### config.mk
export PLATFORM = sky130hd
export DESIGN_NAME = stepper_ctrl
export DESIGN_NICKNAME = d
export VERILOG_FILES = /design/src/rtl/stepper_pkg.sv /design/src/rtl/step_timer.sv /design/src/rtl/stepper_ctrl.sv
export SDC_FILE = /design/constraint.sdc
export NUM_CORES = 1
export LEC_CHECK = 0
export CAP_MARGIN = 20
export CELL_PAD_IN_SITES_DETAIL_PLACEMENT = 0
export CELL_PAD_IN_SITES_GLOBAL_PLACEMENT = 2
export CORE_MARGIN = 3
export CORE_UTILIZATION = 34
export DETAILED_ROUTE_END_ITERATION = 16
export PLACE_DENSITY_LB_ADDON = 0.3
export REMOVE_ABC_BUFFERS = 1
export SLEW_MARGIN = 20
export SYNTH_ARGS = -nofsm -noshare
export SYNTH_HDL_FRONTEND = slang
export SYNTH_HIERARCHICAL = 1
export SYNTH_SLANG_ARGS = --single-unit
export TNS_END_PERCENT = 50
### constraint.sdc
create_clock -name clk -period 4.47 [get_ports clk]
set_input_delay 0.447 -clock clk [delete_from_list [all_inputs] [get_ports clk]]
set_output_delay 0.447 -clock clk [all_outputs]
set_load 0.01 [all_outputs]
### src/rtl/stepper_pkg.sv
// Shared types and constants for the stepper move controller.
// The phase table walks the 8-entry half-step sequence; full steps skip every other entry.
package stepper_pkg;

  typedef enum logic [1:0] {
    S_IDLE,
    S_RUN,
    S_DONE
  } state_t;

  localparam int PH_W = 3;

  // Coil pattern {A,B,C,D} per phase index.
  // Even entries drive one coil; odd entries drive two.
  localparam logic [3:0] PHASE_TBL [8] = '{
    4'b1000, 4'b1100, 4'b0100, 4'b0110,
    4'b0010, 4'b0011, 4'b0001, 4'b1001
  };

endpackage

### src/rtl/step_timer.sv
// Step-rate divider: emits a one-cycle tick every i_period enabled clocks.
// The count is held at zero while cleared, so the first tick follows a clear by exactly i_period cycles.
module step_timer #(
  parameter int DIV_W = 16
) (
  input  logic             clk,
  input  logic             rst_n,
  input  logic             i_clr,
  input  logic             i_en,
  input  logic [DIV_W-1:0] i_period,
  output logic             o_tick
);

  logic [DIV_W-1:0] r_cnt;
  logic             w_term;

  // i_period is never zero here; the caller clamps it to at least 1.
  assign w_term = (r_cnt == i_period - DIV_W'(1));
  assign o_tick = i_en & w_term;

  always_ff @(posedge clk or negedge rst_n) begin
    if (!rst_n)      r_cnt <= '0;
    else if (i_clr)  r_cnt <= '0;
    else if (i_en)   r_cnt <= w_term ? '0 : r_cnt + DIV_W'(1);
  end

endmodule

### src/rtl/stepper_ctrl.sv
// Stepper move controller: accepts a move on a start edge and steps the coils at a programmed rate.
// The rotor phase index survives between moves so consecutive moves stay mechanically continuous.
module stepper_ctrl
  import stepper_pkg::*;
#(
  parameter int CNT_W = 16,
  parameter int DIV_W = 16
) (
  input  logic             clk,
  input  logic             rst_n,
  input  logic             i_start,
  input  logic             i_dir,
  input  logic             i_half,
  input  logic [CNT_W-1:0] i_steps,
  input  logic [DIV_W-1:0] i_period,
  input  logic             i_abort,
  output logic             o_ready,
  output logic             o_done,
  output logic             o_aborted,
  output logic [CNT_W-1:0] o_remaining,
  output logic [3:0]       o_coil
);

  state_t            r_state;
  logic              r_start_d;
  logic              r_dir;
  logic              r_half;
  logic [DIV_W-1:0]  r_period;
  logic [CNT_W-1:0]  r_rem;
  logic [PH_W-1:0]   r_idx;
  logic [3:0]        r_coil;
  logic              r_ready;
  logic              r_done;
  logic              r_aborted;

  logic              w_accept;
  logic              w_tick;
  logic [PH_W-1:0]   w_delta;
  logic [PH_W-1:0]   w_idx_nxt;

  assign w_accept  = i_start & ~r_start_d & r_ready;
  assign w_delta   = r_half ? PH_W'(1) : PH_W'(2);
  assign w_idx_nxt = r_dir ? r_idx + w_delta : r_idx - w_delta;

  step_timer #(.DIV_W(DIV_W)) u_timer (
    .clk      (clk),
    .rst_n    (rst_n),
    .i_clr    (r_state != S_RUN),
    .i_en     (r_state == S_RUN),
    .i_period (r_period),
    .o_tick   (w_tick)
  );

  always_ff @(posedge clk or negedge rst_n) begin
    if (!rst_n) begin
      r_state   <= S_IDLE;
      r_start_d <= 1'b1;
      r_dir     <= 1'b0;
      r_half    <= 1'b0;
      r_period  <= DIV_W'(1);
      r_rem     <= '0;
      r_idx     <= '0;
      r_coil    <= PHASE_TBL[0];
      r_ready   <= 1'b1;
      r_done    <= 1'b0;
      r_aborted <= 1'b0;
    end else begin
      r_start_d <= i_start;
      r_done    <= 1'b0;
      unique case (r_state)
        S_IDLE: begin
          if (w_accept) begin
            r_dir     <= i_dir;
            r_half    <= i_half;
            r_period  <= (i_period == '0) ? DIV_W'(1) : i_period;
            r_rem     <= i_steps;
            r_aborted <= 1'b0;
            r_ready   <= 1'b0;
            if (i_steps == '0) begin
              r_state <= S_DONE;
              r_done  <= 1'b1;
            end else begin
              r_state <= S_RUN;
            end
          end
        end
        S_RUN: begin
          // Abort beats a coincident tick: no step is issued and remaining stays put.
          if (i_abort) begin
            r_state   <= S_DONE;
            r_done    <= 1'b1;
            r_aborted <= 1'b1;
          end else if (w_tick) begin
            r_idx  <= w_idx_nxt;
            r_coil <= PHASE_TBL[w_idx_nxt];
            r_rem  <= r_rem - CNT_W'(1);
            if (r_rem == CNT_W'(1)) begin
              r_state <= S_DONE;
              r_done  <= 1'b1;
            end
          end
        end
        S_DONE: begin
          r_state <= S_IDLE;
          r_ready <= 1'b1;
        end
        default: begin
          r_state <= S_IDLE;
          r_ready <= 1'b1;
        end
      endcase
    end
  end

  assign o_ready     = r_ready;
  assign o_done      = r_done;
  assign o_aborted   = r_aborted;
  assign o_remaining = r_rem;
  assign o_coil      = r_coil;

endmodule

==> results of run 1 <==
## cells by family after synthesis
group	synth area share, %
muxes	6.68
AOI/OAI and AO/OA	15.3
xor gates and xnor gates	7.30
buffers and inverters	3.65
and+or+nand+nor	23.7
adders and majority gates	2.15
DFF	41.2
## registers in the layout (all words and copies together) (netlist names)
register and flops:
o_ready 1, r_half 1, o_remaining 16, r_state 2, r_period 16, u_timer/r_cnt 16, o_done 1, o_aborted 1
r_start_d 1, r_idx 3, o_coil 4, r_dir 1
## power by group through the flow
stage | logic, mW | registers, mW | clock network (mW)
2_1_floorplan | 0.648 | 0.977 | 0
3_3_place_gp | 1.06 | 1.01 | 0
3_5_place_dp | 1.06 | 1.01 | 0
4_1_cts | 1.07 | 1.01 | 0.719
5_1_grt | 1.17 | 1.05 | 0.753
6_report | 1.06 | 1.01 | 0.700
## worst paths after layout
path | startpoint | endpoint | slack, ns | cells past startpoint
setup / recovery | r_period[1] | o_remaining[11] | 0.65 | 12
hold / removal | rst_n | o_remaining[8] | 0.008 | 1
setup reg to reg | r_period[1] | o_remaining[11] | 0.65 | 12
hold reg to reg | o_coil[1] | o_coil[1] | 0.48 | 2
max in group asynchronous | rst_n | r_period[8] | 3.50 | 2
min in group clk | o_coil[1] | o_coil[1] | 0.48 | 2
## layer usage
metal | vias up | part of all wire, % | track usage, %
met1 | 1613 | 48 | 24.9
met2 | 88 | 47 | 26.9
met5 | - | 0 | 0
li1 | 1623 | - | -
met3 | 7 | 4.9 | 4.53
met4 | 0 | 0.86 | 3.29
## worst max-delay path, delay by kind of cell (launching register included)
kind	cells	cell delay [ns]
compound gates	5	1.20
fa+ha+maj	1	0.19
buf+inv	1	0.08
simple gates	5	1.81
flops	1	0.43
## stage by stage
stage	cell area (µm²)	hold WS [ns]	setup slack, ns	total power, mW	utilization, %
2_1_floorplan	3740	0.151	1.22	1.62	-
3_3_place_gp	4540	0.368	0.906	2.08	41.5
4_1_cts	4840	0.0160	0.674	2.79	44.3
3_5_place_dp	4540	0.372	0.688	2.07	41.5
6_report	4840	0.00774	0.649	2.77	44.3
5_1_grt	4840	0.0258	0.291	2.97	44.3
## area by class of cell
type | count | area, µm² | share of cell area, %
Clock buffer | 9 | 225 | 4.65
Clock inverter | 7 | 71.3 | 1.47
Inverter | 11 | 41.3 | 0.853
Multi-Input combinational cell | 314 | 2120 | 43.8
Sequential cell | 63 | 1580 | 32.7
Tap cell | 140 | 175 | 3.62
Timing Repair Buffer | 64 | 626 | 12.9
## cells in the final DEF (no fill, tap or decap), types with 4 or more instances in the layout
master	Yosys	final
a21oi_1	17	17
a22o_1	4	4
a22oi_1	4	4
a31oi_1	6	6
and3_1	6	6
buf_4	2	4
clkbuf_16	0	9
clkdlybuf4s50_1	0	59
dfrtp_1	59	59
dfstp_2	4	4
ha_1	5	5
inv_1	11	11
mux2_2	21	21
nand2_1	19	19
nand3_1	12	12
nand4_1	9	9
nor2_1	54	54
nor3_1	15	15
nor4_1	18	18
o211ai_1	6	6
o21ai_0	22	22
or3_1	5	5
xnor2_1	22	22
xor2_1	10	10
==> impl_metrics.tcl, run 1 <==
set metrics [dict create \
    grt_util_all_layers_pct 17.4 \
    cts_htree_levels 3 \
    antenna_found_initial 0 \
    vdd_drop_max_mv 0.289 \
    synth_edf_count 0 \
    min_path_type "in -> async" \
    start_util_pct 35.1 \
    critPathKind "reg -> reg" \
    post-synth-top-area-cell "dfrtp_1" \
    yosysUniqueCellTypes 66 \
    crit_path_end_kind "flop" \
    nets 507 \
    yosysWarnings 6 \
    finalHoldViolations 0 \
    clock_latency_ns 0.33 \
    clockRootBuffer "clkbuf_16" \
    worstSetupStartpointType "flop" \
    crit_arrival_ns 4.04 \
    async_reset_ff_share_pct 100 \
    critPathMaxStageDelay_ns 0.63 \
    critPathRequiredTime_ns 4.68 \
    postRouteWirelength_um 10700 \
    cts.path.max_buffers 2 \
    grt_setup_unrepaired "false" \
    portBuffers 60 \
    ctsResizeCount 0 \
    synth_top_area_share_pct 38.5 \
    yosys-top-cells-count "dfrtp_1 (59), nor2_1 (54), o21ai_0 (22), xnor2_1 (22), mux2_2 (21)" \
    overflow 0 \
    antenna_left 0 \
    crit_fanout 10 \
    coreArea_um2 10900 \
    avgSynthCellArea_um2 9.48 \
    num_io_pins 61 \
    fp.dieArea_um2 12600 \
    finalClockSkew_ns 0.0103 \
    fin_crit_sh_pct 85.5 \
    synthesis.area_um2 3840 \
    dieWidth_um 112 \
    fmax_ghz 0.262 \
    synth-main-ff-cell "dfrtp_1" \
    fin_setup_tns_ns 0 \
    drc 0 \
    slowest_stage "nor3b_1" \
    ys_seq_elements 63 \
    vias 3331 \
    slew_violations 0 \
    post_synth_inst_count 405 \
    dp_cells 592 \
    dpl.hpwl_um 7800 \
    post_cts_buffers 0 \
    num_antenna_cells 0 \
    fillCellCount 1093 \
    synth_most_common_cell "dfrtp_1" \
    first_pass_iters 4 \
    num_rows 38 \
    p_leak_nw 1.90 \
    power_frac_seq_pct 36.4 \
    grt_pass1_wl_um 17500 \
    cts_tree "done" \
    cts_buffers 9 \
    p_comb_share_pct 38.3 \
    hold_buffers 0 \
    worstMarginPinSlew_ns 0.886 \
    relSlewSlack_pct 40.4 \
    vias_per_cell 5.48 \
    wl_per_cell_um 17.6 \
    gp_congestion 0.817 \
    die_y_um 112 \
    final_layout_size_suffix_gt1_share_pct 13.0 \
    p_sw_mw 1.07 \
    status "completed" \
    ys_seq_area_share_pct 41.2 \
    pwr_density_cell_nw_per_um2 573 \
    grt_max_degree 52 \
    setup-violations-final 0 \
    p_int_mw 1.70 \
    syn2layout_area_growth_pct 26.1 \
    power_frac_clock_pct 25.2 \
    crit_path_cell_trace "inv_1 -> ha_1 -> nor3b_1 -> a21oi_1 -> nor4_1 -> o2111a_2 -> nand4_4 -> nor2_1 -> and4bb_4 -> a21o_1 -> o21ai_0 -> a211o_1" \
    period_minus_slack_ns 3.82 \
    synth_area_leaders "dfrtp_1 (38%), mux2_2 (6.2%), nor2_1 (5.3%)" \
    drv_cap 0 \
    cts.clk_slew.worst_paths_ns 0.06 \
    drtIter0Drc 271 \
    fin_cells 608 \
    switching_share_pct 38.6 \
    cts.sinks 63 \
    grt_pass1_vias 3291 \
]
Power figures use the tool's default switching activity.
==> run 2: changes to the inputs <==
--- a/config.mk
+++ b/config.mk
@@ -8,10 +8,9 @@
 export CAP_MARGIN = 20
 export CELL_PAD_IN_SITES_DETAIL_PLACEMENT = 0
 export CELL_PAD_IN_SITES_GLOBAL_PLACEMENT = 2
-export CORE_MARGIN = 3
-export CORE_UTILIZATION = 34
+export CORE_UTILIZATION = 36
 export DETAILED_ROUTE_END_ITERATION = 16
-export PLACE_DENSITY_LB_ADDON = 0.3
+export PLACE_DENSITY = 0.95
 export REMOVE_ABC_BUFFERS = 1
 export SLEW_MARGIN = 20
 export SYNTH_ARGS = -nofsm -noshare
==> constraint.sdc (replaced) <==
create_clock -name clk -period 4.53 [get_ports clk]
set_input_delay 0.453 -clock clk [delete_from_list [all_inputs] [get_ports clk]]
set_output_delay 0.453 -clock clk [all_outputs]
set_load 0.01 [all_outputs]
==> impl_metrics.tcl, run 2 (same netlist as run 1, synthesis figures left out) <==
set metrics [dict create \
    status "completed" \
    drc 0 \
    cts.sinks 63 \
    critPathKind "reg -> reg" \
    drv_cap 0 \
    rr_worst_depth 12 \
    timing.rr.start "r_period[1]" \
    fp.dieArea_um2 11100 \
    first_pass_iters 4 \
    postRouteWirelength_um 10100 \
    grt_pass1_vias 3421 \
    min_to "o_coil[1]" \
    p_leak_nw 1.86 \
    period_minus_slack_ns 3.76 \
    final_layout_size_suffix_gt1_share_pct 12.8 \
    fin_cells 605 \
    gp_congestion 0.814 \
    fmax_ghz 0.266 \
    crit_path_end_kind "flop" \
    cts.clk_slew.worst_paths_ns 0.08 \
    fin_ws_ns 0.773 \
    worstSetupStartpointType "flop" \
    vdd_drop_max_mv 0.235 \
    min_path_type "reg -> reg" \
    antenna_left 0 \
    post_cts_buffers 0 \
    finalHoldViolations 0 \
    multi_input_area_um2 2120 \
    cts_htree_levels 3 \
    setup-violations-final 0 \
    slowest_stage "nor3b_1" \
    relSlewSlack_pct 43.1 \
    grt_max_degree 52 \
    holdPathStages 2 \
    clockRootBuffer "clkbuf_8" \
    fin_setup_tns_ns 0 \
    num_io_pins 61 \
    holdCritStartpoint "o_coil[1]" \
    crit_fanout 10 \
    switching_share_pct 40.2 \
    fin_crit_sh_pct 82.9 \
    overflow 0 \
    clock_latency_ns 0.35 \
    dieWidth_um 105 \
    fin_area_um2 4740 \
    fillCellCount 1011 \
    cts_buffers 9 \
    pwr_density_cell_nw_per_um2 532 \
    dp_cells 588 \
    die_y_um 105 \
    slew_violations 0 \
    crit_arrival_ns 3.98 \
    vias_per_cell 5.54 \
    power_frac_seq_pct 39.5 \
    grt_setup_unrepaired "false" \
    p_comb_share_pct 41.1 \
    nets 508 \
    dpl.hpwl_um 7330 \
    r2r_end "o_remaining[11]" \
    dp_slack_ns 0.840 \
    cts.path.max_buffers 2 \
    power_frac_clock_pct 19.4 \
    wl_per_cell_um 16.6 \
    finalClockSkew_ns 0.0105 \
    power_mw 2.52 \
    syn2layout_area_growth_pct 23.4 \
    seq_area_um2 1580 \
    worstMarginPinSlew_ns 0.852 \
    final_core_util_pct 45.9 \
    place_area_um2 4540 \
    critPathMaxStageDelay_ns 0.59 \
    crit_path_cell_trace "inv_1 -> ha_1 -> nor3b_1 -> a21oi_1 -> nor4_1 -> o2111a_2 -> nand4_4 -> nor2_1 -> and4bb_4 -> a21o_1 -> o21ai_0 -> a211o_1" \
    antenna_found_initial 0 \
    final_cell_mix "clkdlybuf4s50_1 (59), dfrtp_1 (59), nor2_1 (54), o21ai_0 (22), xnor2_1 (22)" \
    coreArea_um2 10300 \
    num_rows 37 \
    p_int_mw 1.50 \
    drtIter0Drc 137 \
    start_util_pct 37.2 \
    grt_util_all_layers_pct 19.0 \
    grt_pass1_wl_um 16700 \
    p_sw_mw 1.01 \
    portBuffers 60 \
    r2r_slack_ns 0.77 \
    num_antenna_cells 0 \
    cts_tree "done" \
    fin_worst_hold_slack_ns 0.488 \
    vias 3353 \
    critPathRequiredTime_ns 4.76 \
]
run 2: changes by cell type in the layout (fill, tap and decap cells not counted), sizes merged:
cell	delta
clkinvlp	-2
dlygate4sd3	+1
clkinv	+2
inv	-1
clkbuf	+1
run 2: layout make-up:
cell class / count / area share (%)
inverters: 11 / 0.872
repair buffers: 65 / 13.4
clock buffers: 10 / 2.69
well taps: 136 / 3.59
flip-flops and latches: 63 / 33.4
clock inverters: 6 / 1.29
multi-input cells: 314 / 44.7
run 2: timing repair:
item | CTS | global route
hold buffers | 1 | 0
endpoints found under the hold margin | 12 | 0
gates resized for setup | 0 | 0
endpoints found under the setup margin | 0 | 0
run 2: layer usage:
layer / vias up / global-route usage, % / routed length, µm
met5: - / 0 / 0
met4: 0 / 5.84 / 128
met3: 14 / 4.08 / 424
met2: 79 / 32.6 / 5010
met1: 1640 / 23.9 / 4500
li1: 1620 / - / -
run 2: worst max path at each step:
stage | start | cells past startpoint | to | slack (ns)
6_report | r_period[1] | 12 | o_remaining[11] | 0.77
5_1_grt | r_period[1] | 12 | o_remaining[11] | 0.47
4_1_cts | r_period[1] | 12 | o_remaining[11] | 0.84
3_5_place_dp | r_period[1] | 12 | o_remaining[11] | 0.84
3_3_place_gp | r_period[1] | 12 | o_remaining[11] | 1.0
2_1_floorplan | r_period[1] | 10 | o_remaining[7] | 1.28
run 2: power groups by stage:
stage / sequential, mW / clock, mW / combinational, mW
after floorplan: 0.964 / 0 / 0.639
final: 0.994 / 0.488 / 1.04
after global routing: 1.03 / 0.529 / 1.13
after CTS: 0.995 / 0.499 / 1.04
after global placement: 0.998 / 0 / 1.02
after detailed placement: 1.00 / 0 / 1.03
run 2: worst max-delay path: cells and delay by family (launching register included):
kind                     cells  cell delay (ns)
adder cells (fa/ha/maj)      1             0.20
buffers and inverters        1             0.07
flip-flops                   1             0.43
AND/OR/NAND/NOR              5             1.72
AO/OA/AOI/OAI                5             1.21
